File: config.mk
export PLATFORM = sky130hd
export DESIGN_NAME = reset_sequencer_flat
export DESIGN_NICKNAME = d
export VERILOG_FILES = /design/src/rtl/reset_sequencer_if.sv /design/src/rtl/reset_sequencer.sv /design/src/flat_wrapper.sv
export SDC_FILE = /design/constraint.sdc
export NUM_CORES = 1
export LEC_CHECK = 0
export ABC_AREA = 1
export BUFFER_PORTS_ARGS = -buffer_cell sky130_fd_sc_hd__buf_2
export CORE_MARGIN = 10
export CORE_UTILIZATION = 55
export DETAILED_ROUTE_END_ITERATION = 16
export HOLD_SLACK_MARGIN = 0.1
export PLACE_DENSITY = 0.76
export SLEW_MARGIN = 25
export SYNTH_ARGS = -nofsm -noshare
export SYNTH_HDL_FRONTEND = slang
export SYNTH_SLANG_ARGS = --single-unit
File: constraint.sdc
create_clock -name clk -period 2.48 [get_ports clk]
set_clock_uncertainty 0.1 [all_clocks]
set_input_delay 0.372 -clock clk [delete_from_list [all_inputs] [get_ports clk]]
set_output_delay 0.372 -clock clk [all_outputs]
set_load 0.005 [all_outputs]
File: src/rtl/reset_sequencer_if.sv
// Control/status bundle between the reset sequencer and its environment.
// master: lock source and software reset requester; slave: the sequencer.
interface reset_sequencer_if #(
  parameter int NUM_STAGES = 3
);
  logic                  locked;
  logic                  sw_reset;
  logic [NUM_STAGES-1:0] rst_out;
  logic                  rst_done;
  logic [1:0]            state;
  logic [7:0]            abort_cnt;

  modport master (
    output locked, sw_reset,
    input  rst_out, rst_done, state, abort_cnt
  );

  modport slave (
    input  locked, sw_reset,
    output rst_out, rst_done, state, abort_cnt
  );
endinterface

File: src/rtl/reset_sequencer.sv
// Releases NUM_STAGES reset domains in index order once a filtered lock is seen;
// lock loss or sw_reset re-asserts every stage on the same edge.
module reset_sequencer #(
  parameter int NUM_STAGES    = 3,
  parameter int HOLD_CYCLES   = 8,
  parameter int LOCK_FILTER   = 4,
  parameter int RELEASE_DELAY = 16,
  parameter int SYNC_STAGE    = 3
) (
  input  logic             clk,
  input  logic             areset,
  reset_sequencer_if.slave bus
);

  localparam int MAX_HL  = (HOLD_CYCLES > LOCK_FILTER) ? HOLD_CYCLES : LOCK_FILTER;
  localparam int MAX_CNT = (MAX_HL > RELEASE_DELAY) ? MAX_HL : RELEASE_DELAY;
  localparam int CNT_W   = $clog2(MAX_CNT + 1);
  localparam int IDX_W   = (NUM_STAGES > 1) ? $clog2(NUM_STAGES) : 1;

  localparam logic [CNT_W-1:0] HOLD_LAST = CNT_W'(HOLD_CYCLES - 1);
  localparam logic [CNT_W-1:0] LOCK_LAST = CNT_W'(LOCK_FILTER - 1);
  localparam logic [CNT_W-1:0] REL_LAST  = CNT_W'(RELEASE_DELAY - 1);
  localparam logic [IDX_W-1:0] IDX_LAST  = IDX_W'(NUM_STAGES - 1);

  typedef enum logic [1:0] {
    S_RESET     = 2'd0,
    S_WAIT_LOCK = 2'd1,
    S_RELEASE   = 2'd2,
    S_RUN       = 2'd3
  } state_t;

  state_t                st;
  logic [CNT_W-1:0]      cnt;
  logic [IDX_W-1:0]      idx;
  logic [NUM_STAGES-1:0] rst_q;
  logic                  done_q;
  logic [7:0]            abort_q;

  (* ASYNC_REG = "TRUE" *) logic [SYNC_STAGE-1:0] sync_q;
  logic locked_s;

  always_ff @(posedge clk or posedge areset) begin
    if (areset) sync_q <= '0;
    else        sync_q <= {sync_q[SYNC_STAGE-2:0], bus.locked};
  end

  assign locked_s = sync_q[SYNC_STAGE-1];

  // Lock loss only counts once sequencing has started; earlier it just stalls the filter.
  logic lock_abort, sw_abort;
  assign lock_abort = ((st == S_RELEASE) || (st == S_RUN)) && !locked_s;
  assign sw_abort   = bus.sw_reset && (st != S_RESET);

  always_ff @(posedge clk or posedge areset) begin
    if (areset) begin
      st      <= S_RESET;
      cnt     <= '0;
      idx     <= '0;
      rst_q   <= '1;
      done_q  <= 1'b0;
      abort_q <= '0;
    end else begin
      if (lock_abort && (abort_q != 8'hFF)) abort_q <= abort_q + 8'd1;

      if (lock_abort || sw_abort) begin
        st     <= S_RESET;
        cnt    <= '0;
        idx    <= '0;
        rst_q  <= '1;
        done_q <= 1'b0;
      end else begin
        case (st)
          S_RESET: begin
            if (bus.sw_reset) begin
              cnt <= '0;
            end else if (cnt == HOLD_LAST) begin
              st  <= S_WAIT_LOCK;
              cnt <= '0;
            end else begin
              cnt <= cnt + 1'b1;
            end
          end
          S_WAIT_LOCK: begin
            if (!locked_s) begin
              cnt <= '0;
            end else if (cnt == LOCK_LAST) begin
              st  <= S_RELEASE;
              cnt <= '0;
              idx <= '0;
            end else begin
              cnt <= cnt + 1'b1;
            end
          end
          S_RELEASE: begin
            if (cnt == REL_LAST) begin
              cnt <= '0;
              idx <= idx + 1'b1;
              for (int i = 0; i < NUM_STAGES; i++)
                if (idx == IDX_W'(i)) rst_q[i] <= 1'b0;
              if (idx == IDX_LAST) begin
                st     <= S_RUN;
                done_q <= 1'b1;
              end
            end else begin
              cnt <= cnt + 1'b1;
            end
          end
          S_RUN: done_q <= 1'b1;
          default: st <= S_RESET;
        endcase
      end
    end
  end

  assign bus.rst_out   = rst_q;
  assign bus.rst_done  = done_q;
  assign bus.state     = st;
  assign bus.abort_cnt = abort_q;

endmodule
File: src/flat_wrapper.sv
// flat-port wrapper written by rule: the top's interface ports become plain ports
module reset_sequencer_flat 
#(
  parameter int NUM_STAGES    = 3,
  parameter int HOLD_CYCLES   = 8,
  parameter int LOCK_FILTER   = 4,
  parameter int RELEASE_DELAY = 16,
  parameter int SYNC_STAGE    = 3
)
  (clk, areset, bus_locked, bus_sw_reset, bus_rst_out, bus_rst_done, bus_state, bus_abort_cnt);
  reset_sequencer_if #(.NUM_STAGES(NUM_STAGES)) bus_i ();
  input  logic clk;
  input  logic areset;
  input wire logic [$bits(bus_i.locked)-1:0] bus_locked;
  input wire logic [$bits(bus_i.sw_reset)-1:0] bus_sw_reset;
  output wire logic [$bits(bus_i.rst_out)-1:0] bus_rst_out;
  output wire logic [$bits(bus_i.rst_done)-1:0] bus_rst_done;
  output wire logic [$bits(bus_i.state)-1:0] bus_state;
  output wire logic [$bits(bus_i.abort_cnt)-1:0] bus_abort_cnt;
  assign bus_i.locked = bus_locked;
  assign bus_i.sw_reset = bus_sw_reset;
  assign bus_rst_out = bus_i.rst_out;
  assign bus_rst_done = bus_i.rst_done;
  assign bus_state = bus_i.state;
  assign bus_abort_cnt = bus_i.abort_cnt;
  reset_sequencer #(.NUM_STAGES(NUM_STAGES), .HOLD_CYCLES(HOLD_CYCLES), .LOCK_FILTER(LOCK_FILTER), .RELEASE_DELAY(RELEASE_DELAY), .SYNC_STAGE(SYNC_STAGE)) u_core (.clk(clk), .areset(areset), .bus(bus_i));
endmodule
### After elaboration in Yosys (flattened, before gate mapping)

Index checks and enable logic that the tools add are counted.

* add/subtract/negate cells: 3
* multiply operators: 0
* div/mod/pow operators: 0
* magnitude comparators: 0
* eq/ne operators: 15
* shift operators: 0
* mux-type cells: 30
* bitwise operators: 0
* reduce and logical (&&, ||, !) cells: 23

Operator list (number)
* 5-bit 2-to-1 mux: 6
* 2-bit 2-to-1 mux: 11
* 5-bit one-hot mux with 3 select lines: 1
* 3-bit AND reduction: 4
* 2-bit nonzero test: 6
* 3-bit 2-to-1 mux: 3
* 3-bit by 1-bit != test with 1-bit output, second input constant: 3
* 8-bit by 1-bit adder with 8-bit output, second input constant: 1
* 8-bit != test, second input constant: 1
* 7-bit AND reduction: 1
* 2-bit equality test, second input constant: 3
* 1-bit 2-to-1 mux: 6
* 3-bit != test, second input constant: 2
* 2-bit one-hot mux with 3 select lines: 1
* 3-bit nonzero test: 2
* 5-bit by 1-bit adder with 5-bit output, second input constant: 1
* 5-bit by 2-bit equality test with 1-bit output, second input constant: 1
* 5-bit by 3-bit equality test with 1-bit output, second input constant: 1
* 5-bit by 4-bit equality test with 1-bit output, second input constant: 1
* 2-bit by 1-bit equality test with 1-bit output, second input constant: 2
* 2-bit zero test: 2
* 2-bit one-hot mux with 2 select lines: 1
* 4-bit AND reduction: 1
* 4-bit nonzero test: 1
* other kinds (6): 9

* flip-flop bits (word level): 24
* bits in latches: 0
* RAM bits: 0
* memory bits (read-only): 0
* input bits: 4
* output and inout port bits: 14
* word-level logic and storage cells: 80
* memories kept: 0

### Longest topological paths before layout

* word-level depth: 6
* depth in mapped cells: 14
* mapped depth without buffers: 14

### Least setup slack after synthesis

No wires, ideal clock.

* kind: register to register
* start point: reg u_core.cnt[0]
* end point: reg u_core.st[0], in the netlist u_core.bus.state[0]
* setup time: 0.120 ns
* arrival time: 1.621 ns
* data required time: 2.260 ns
* setup slack: 0.638 ns
* cell stages (with the launch flop): 15
* path buffers: 0
* period minus slack after synthesis: 1.842 ns
* cells stage by stage: dfrtp_1 -> ha_1 -> nand2_1 -> clkinv_1 -> nand2_1 -> inv_1 -> ha_1 -> inv_1 -> o21ai_0 -> nor2_1 -> inv_1 -> nand2_2 -> clkinv_1 -> nand3_1 -> nand2_1

* word-level cells in the longest chain between the ends: 3
* elaborated cells between the ends (all ways): 7
* those cells by class: 6 x eq/ne; 1 x reduce/logical

Ends and longest elaborated chain
* start: declaration: line reset_sequencer.sv:33 `logic [CNT_W-1:0] cnt;`
* start signal: assignment: line reset_sequencer.sv:80 `cnt <= cnt + 1'b1;`
* start signal: assignment: line reset_sequencer.sv:91 `cnt <= cnt + 1'b1;`
* start signal: assignment: line reset_sequencer.sv:105 `cnt <= cnt + 1'b1;`
* 5-bit by 3-bit equality test with 1-bit output (tied with other cells): line reset_sequencer.sv:76 `end else if (cnt == HOLD_LAST) begin`
* 3-bit by 1-bit != test with 1-bit output (no source line) or 3-bit != test (tied branches)
* 7-bit AND reduction (no source line) *
* end signal: assignment: line reset_sequencer.sv:77 `st <= S_WAIT_LOCK;`
* end signal: assignment: line reset_sequencer.sv:87 `st <= S_RELEASE;`
* end signal: assignment: line reset_sequencer.sv:101 `st <= S_RUN;`
* end: declaration: line reset_sequencer.sv:32 `state_t st;`

Every way passes the cells marked *; elsewhere a longest branch is shown, timed or not.
A chain may end at the register's enable or synchronous reset.

### Worst setup path after layout

Ends and elaborated chain as after synthesis.

==> qor.txt <==
outcome - finished clean
sequential group share of total power - 37.8%
setup violators final - 0
H-tree depth reported by CTS - 1
largest net degree at the start of global routing - 25
headroom to the max-slew limit - 41.88%
post-synthesis sequential element count - 24
Post-Syn Instances - 177
buffer count from post-CTS setup fixing - 0
Yosys warnings - 0
wire length per cell after detailed routing - 11.80 um
M3 GR Usage - 2.650%
combined global-route utilization of all metal layers - 11.54%
type of origin of the critical path - flop
first-pass GRT wire length - 5.016 mm
post-detailed-route via-to-cell ratio - 5.018
Post-synth EDFFs - 0
number of hold violations in the final report - 0
number of fill cells in the layout - 222
number of clock buffers inserted by TritonCTS - 3
register cell area after layout - 604.3 um^2
internal power - 836.4 uW
first-pass iteration count of the detailed router - 4
required time reported for the critical path endpoint - 2.59 ns
total length of routed wires - 2.691 mm
post-synthesis async set-or-reset flop share - 100.0%
Synth-to-Final Area Change - 11.37%
number of antenna violations at the first check in global routing - 0
Switch Pwr - 651.8 uW
via count - 1144
share of the clock period used by the worst path after layout - 82.76%
half-perimeter wire length after detailed placement - 2.087 mm
final sum of negative setup slack - 0 ns
core box area - 0.002500 mm^2
actual slew at the worst max-slew pin - 0.8708 ns
maximum clock insertion buffer count - 2
pre-CTS worst setup slack - 0.4600 ns
area fraction of the dominant cell type after synthesis - 36.46%
vias in the first global route - 1138
unique cell type count in the Yosys netlist - 28
combined area of the multi-input logic cells - 719.4 um^2
switching power share of the total - 43.80%
antenna fix cells - 0
clock tree from TritonCTS - done
post-cts gate resize count - 0
synthesized area per cell - 8.143 um^2
PD cells - 927.1 mW/mm^2
number of max-cap violations - 0
final worst setup slack - 0.4277 ns
Critical Path Fanout Max - 4
cell area after placement - 0.001559 mm^2
synthesized cell area - 0.001441 mm^2
count of input and output buffers - 17
net count after synthesis - 192
most area-consuming cells after synthesis - dfrtp_1 36%, nand2_1 12%, ha_1 9.5%
share of power burned in the clock network - 13.5%
maximum achievable frequency - 487.2 MHz
share of the yosys chip area belonging to registers - 41.93%
root buffer cell - clkbuf_4
leakage power of the design - 0.0008855 uW
Routability Congestion - 0.8017
post-synth top area cell - dfrtp_1
starting density of the core - 57.66%
overflow left after global routing - 0
vertical die dimension - 71.19 um
count of nets after finishing - 214
GRT Max-Usage Layer - met2
max-slew violation total from the final report - 0
class of the most critical setup path - reg -> reg
cell types with the highest counts after synthesis - 47 x nand2_1, 24 x inv_1, 21 x dfrtp_1
hold crit path type - in -> async
VDD IR max - 0.6927 mV
M2 GR Usage - 19.02%
quantity of hold-fixing buffers added after cts - 1
unrepaired setup endpoints after global routing - false
Detailed Route Iter0 Violations - 121
fraction of layout cells with a size suffix above 1 - 20.71%
Sink Count - 24
post-route minimum period - 2.052 ns
Setup crit end kind - flop
Chip Width - 71.19 um
number of routed nets with antenna violations - 0
WP data arrival - 2.16 ns
GR Layer Usage met1 - 14.03%
power share of the combinational group - 48.7%
DRC violations left - 0
num ports - 18
Clk Latency, worst-skew pair - 0.31 ns
die footprint - 0.005068 mm^2
number of rows created at floorplan - 18
CTS clock-pin slew for the worst setup and hold paths - 0.12 ns
post-route cell area - 0.001605 mm^2
most common flop cell mapped by yosys - dfrtp_1
cell with the most instances after synthesis - nand2_1
==> layer usage <==
metal | wire length, um | vias to the layer above
li1 | - | 596
met1 | 1340 | 521
met2 | 1230 | 23
met3 | 86 | 4
met4 | 34 | 0
met5 | 0 | -
==> cell families after synthesis <==
group                    after synthesis  share of synthesized area [%]
flip-flops                            24                          41.93
buffers and inverters                 31                          8.160
AND/OR/NAND/NOR                       87                          28.30
AO/OA/AOI/OAI                         16                          7.205
adder cells (fa/ha/maj)               11                          9.548
XOR/XNOR                               8                          4.861
==> critical path, cell delays in order, from the launching register on <==
cell,delay [ns]
dfrtp_1,0.43
ha_1,0.25
nand2_1,0.08
clkinv_1,0.09
nand2_1,0.09
inv_1,0.05
ha_1,0.22
inv_1,0.12
o21ai_0,0.09
nor2_1,0.10
inv_1,0.05
nand2_2,0.08
clkinv_1,0.08
nand3_1,0.08
nand2_1,0.05
==> sequential cells by signal (all words and copies together) (netlist names) <==
name	count
u_core.bus.state	2
u_core.bus.abort_cnt	8
u_core.cnt	5
u_core.bus.rst_done	1
u_core.sync_q	3
u_core.idx	2
u_core.bus.rst_out	3
==> metrics by stage <==
stage / power [uW] / instances / hold slack, ns / utilization, %
floorplan: 1112 / 177 / 0.2312 / -
global placement: 1270 / 223 / 0.2330 / 62.36
detailed placement: 1291 / 223 / 0.2419 / 62.36
CTS: 1503 / 228 / 0.1380 / 64.21
global route: 1637 / 228 / 0.1618 / 64.21
finish: 1488 / 228 / 0.1229 / 64.21
==> final cells by class <==
| cell class | count | area share, % |
|---|---|---|
| multi-input cells | 122 | 44.82 |
| flip-flops and latches | 24 | 37.65 |
| inverters | 30 | 7.015 |
| repair buffers | 18 | 5.924 |
| well taps | 30 | 2.338 |
| clock buffers | 4 | 2.260 |
==> placed cells by master, fill, tap and decap left out, drive strengths merged, types with 2 or more instances in the layout <==
cell,n
a21oi,4
buf,17
clkbuf,4
clkinv,2
dfrtp,21
dfstp,3
ha,11
inv,28
nand2,52
nand3,17
nand4,3
nor2,13
o21ai,10
xor2,7
==> worst paths after layout <==
check                           slack, ns  cells past startpoint                                   to                  startpoint
worst max-delay path                 0.43                     14      u_core.bus.state[0]$_DFFE_PP0P_   u_core.cnt[0]$_DFFE_PP0P_
worst min-delay path                 0.12                      2  u_core.bus.abort_cnt[3]$_DFFE_PP0P_                      areset
worst max register to register       0.43                     14      u_core.bus.state[0]$_DFFE_PP0P_   u_core.cnt[0]$_DFFE_PP0P_
min in group clk                     0.27                      0           u_core.sync_q[2]$_DFF_PP0_  u_core.sync_q[1]$_DFF_PP0_
worst min register to register       0.27                      0           u_core.sync_q[2]$_DFF_PP0_  u_core.sync_q[1]$_DFF_PP0_
max in group asynchronous            1.63                      2           u_core.sync_q[2]$_DFF_PP0_                      areset
==> power groups by stage <==
stage	clock, uW	combinational [uW]	sequential, uW
after floorplan	0	552	560
after global placement	0	706	564
after detailed placement	0	721	569
after CTS	214	727	562
after global routing	233	830	575
final	200	725	563
Power figures use the tool's default switching activity.
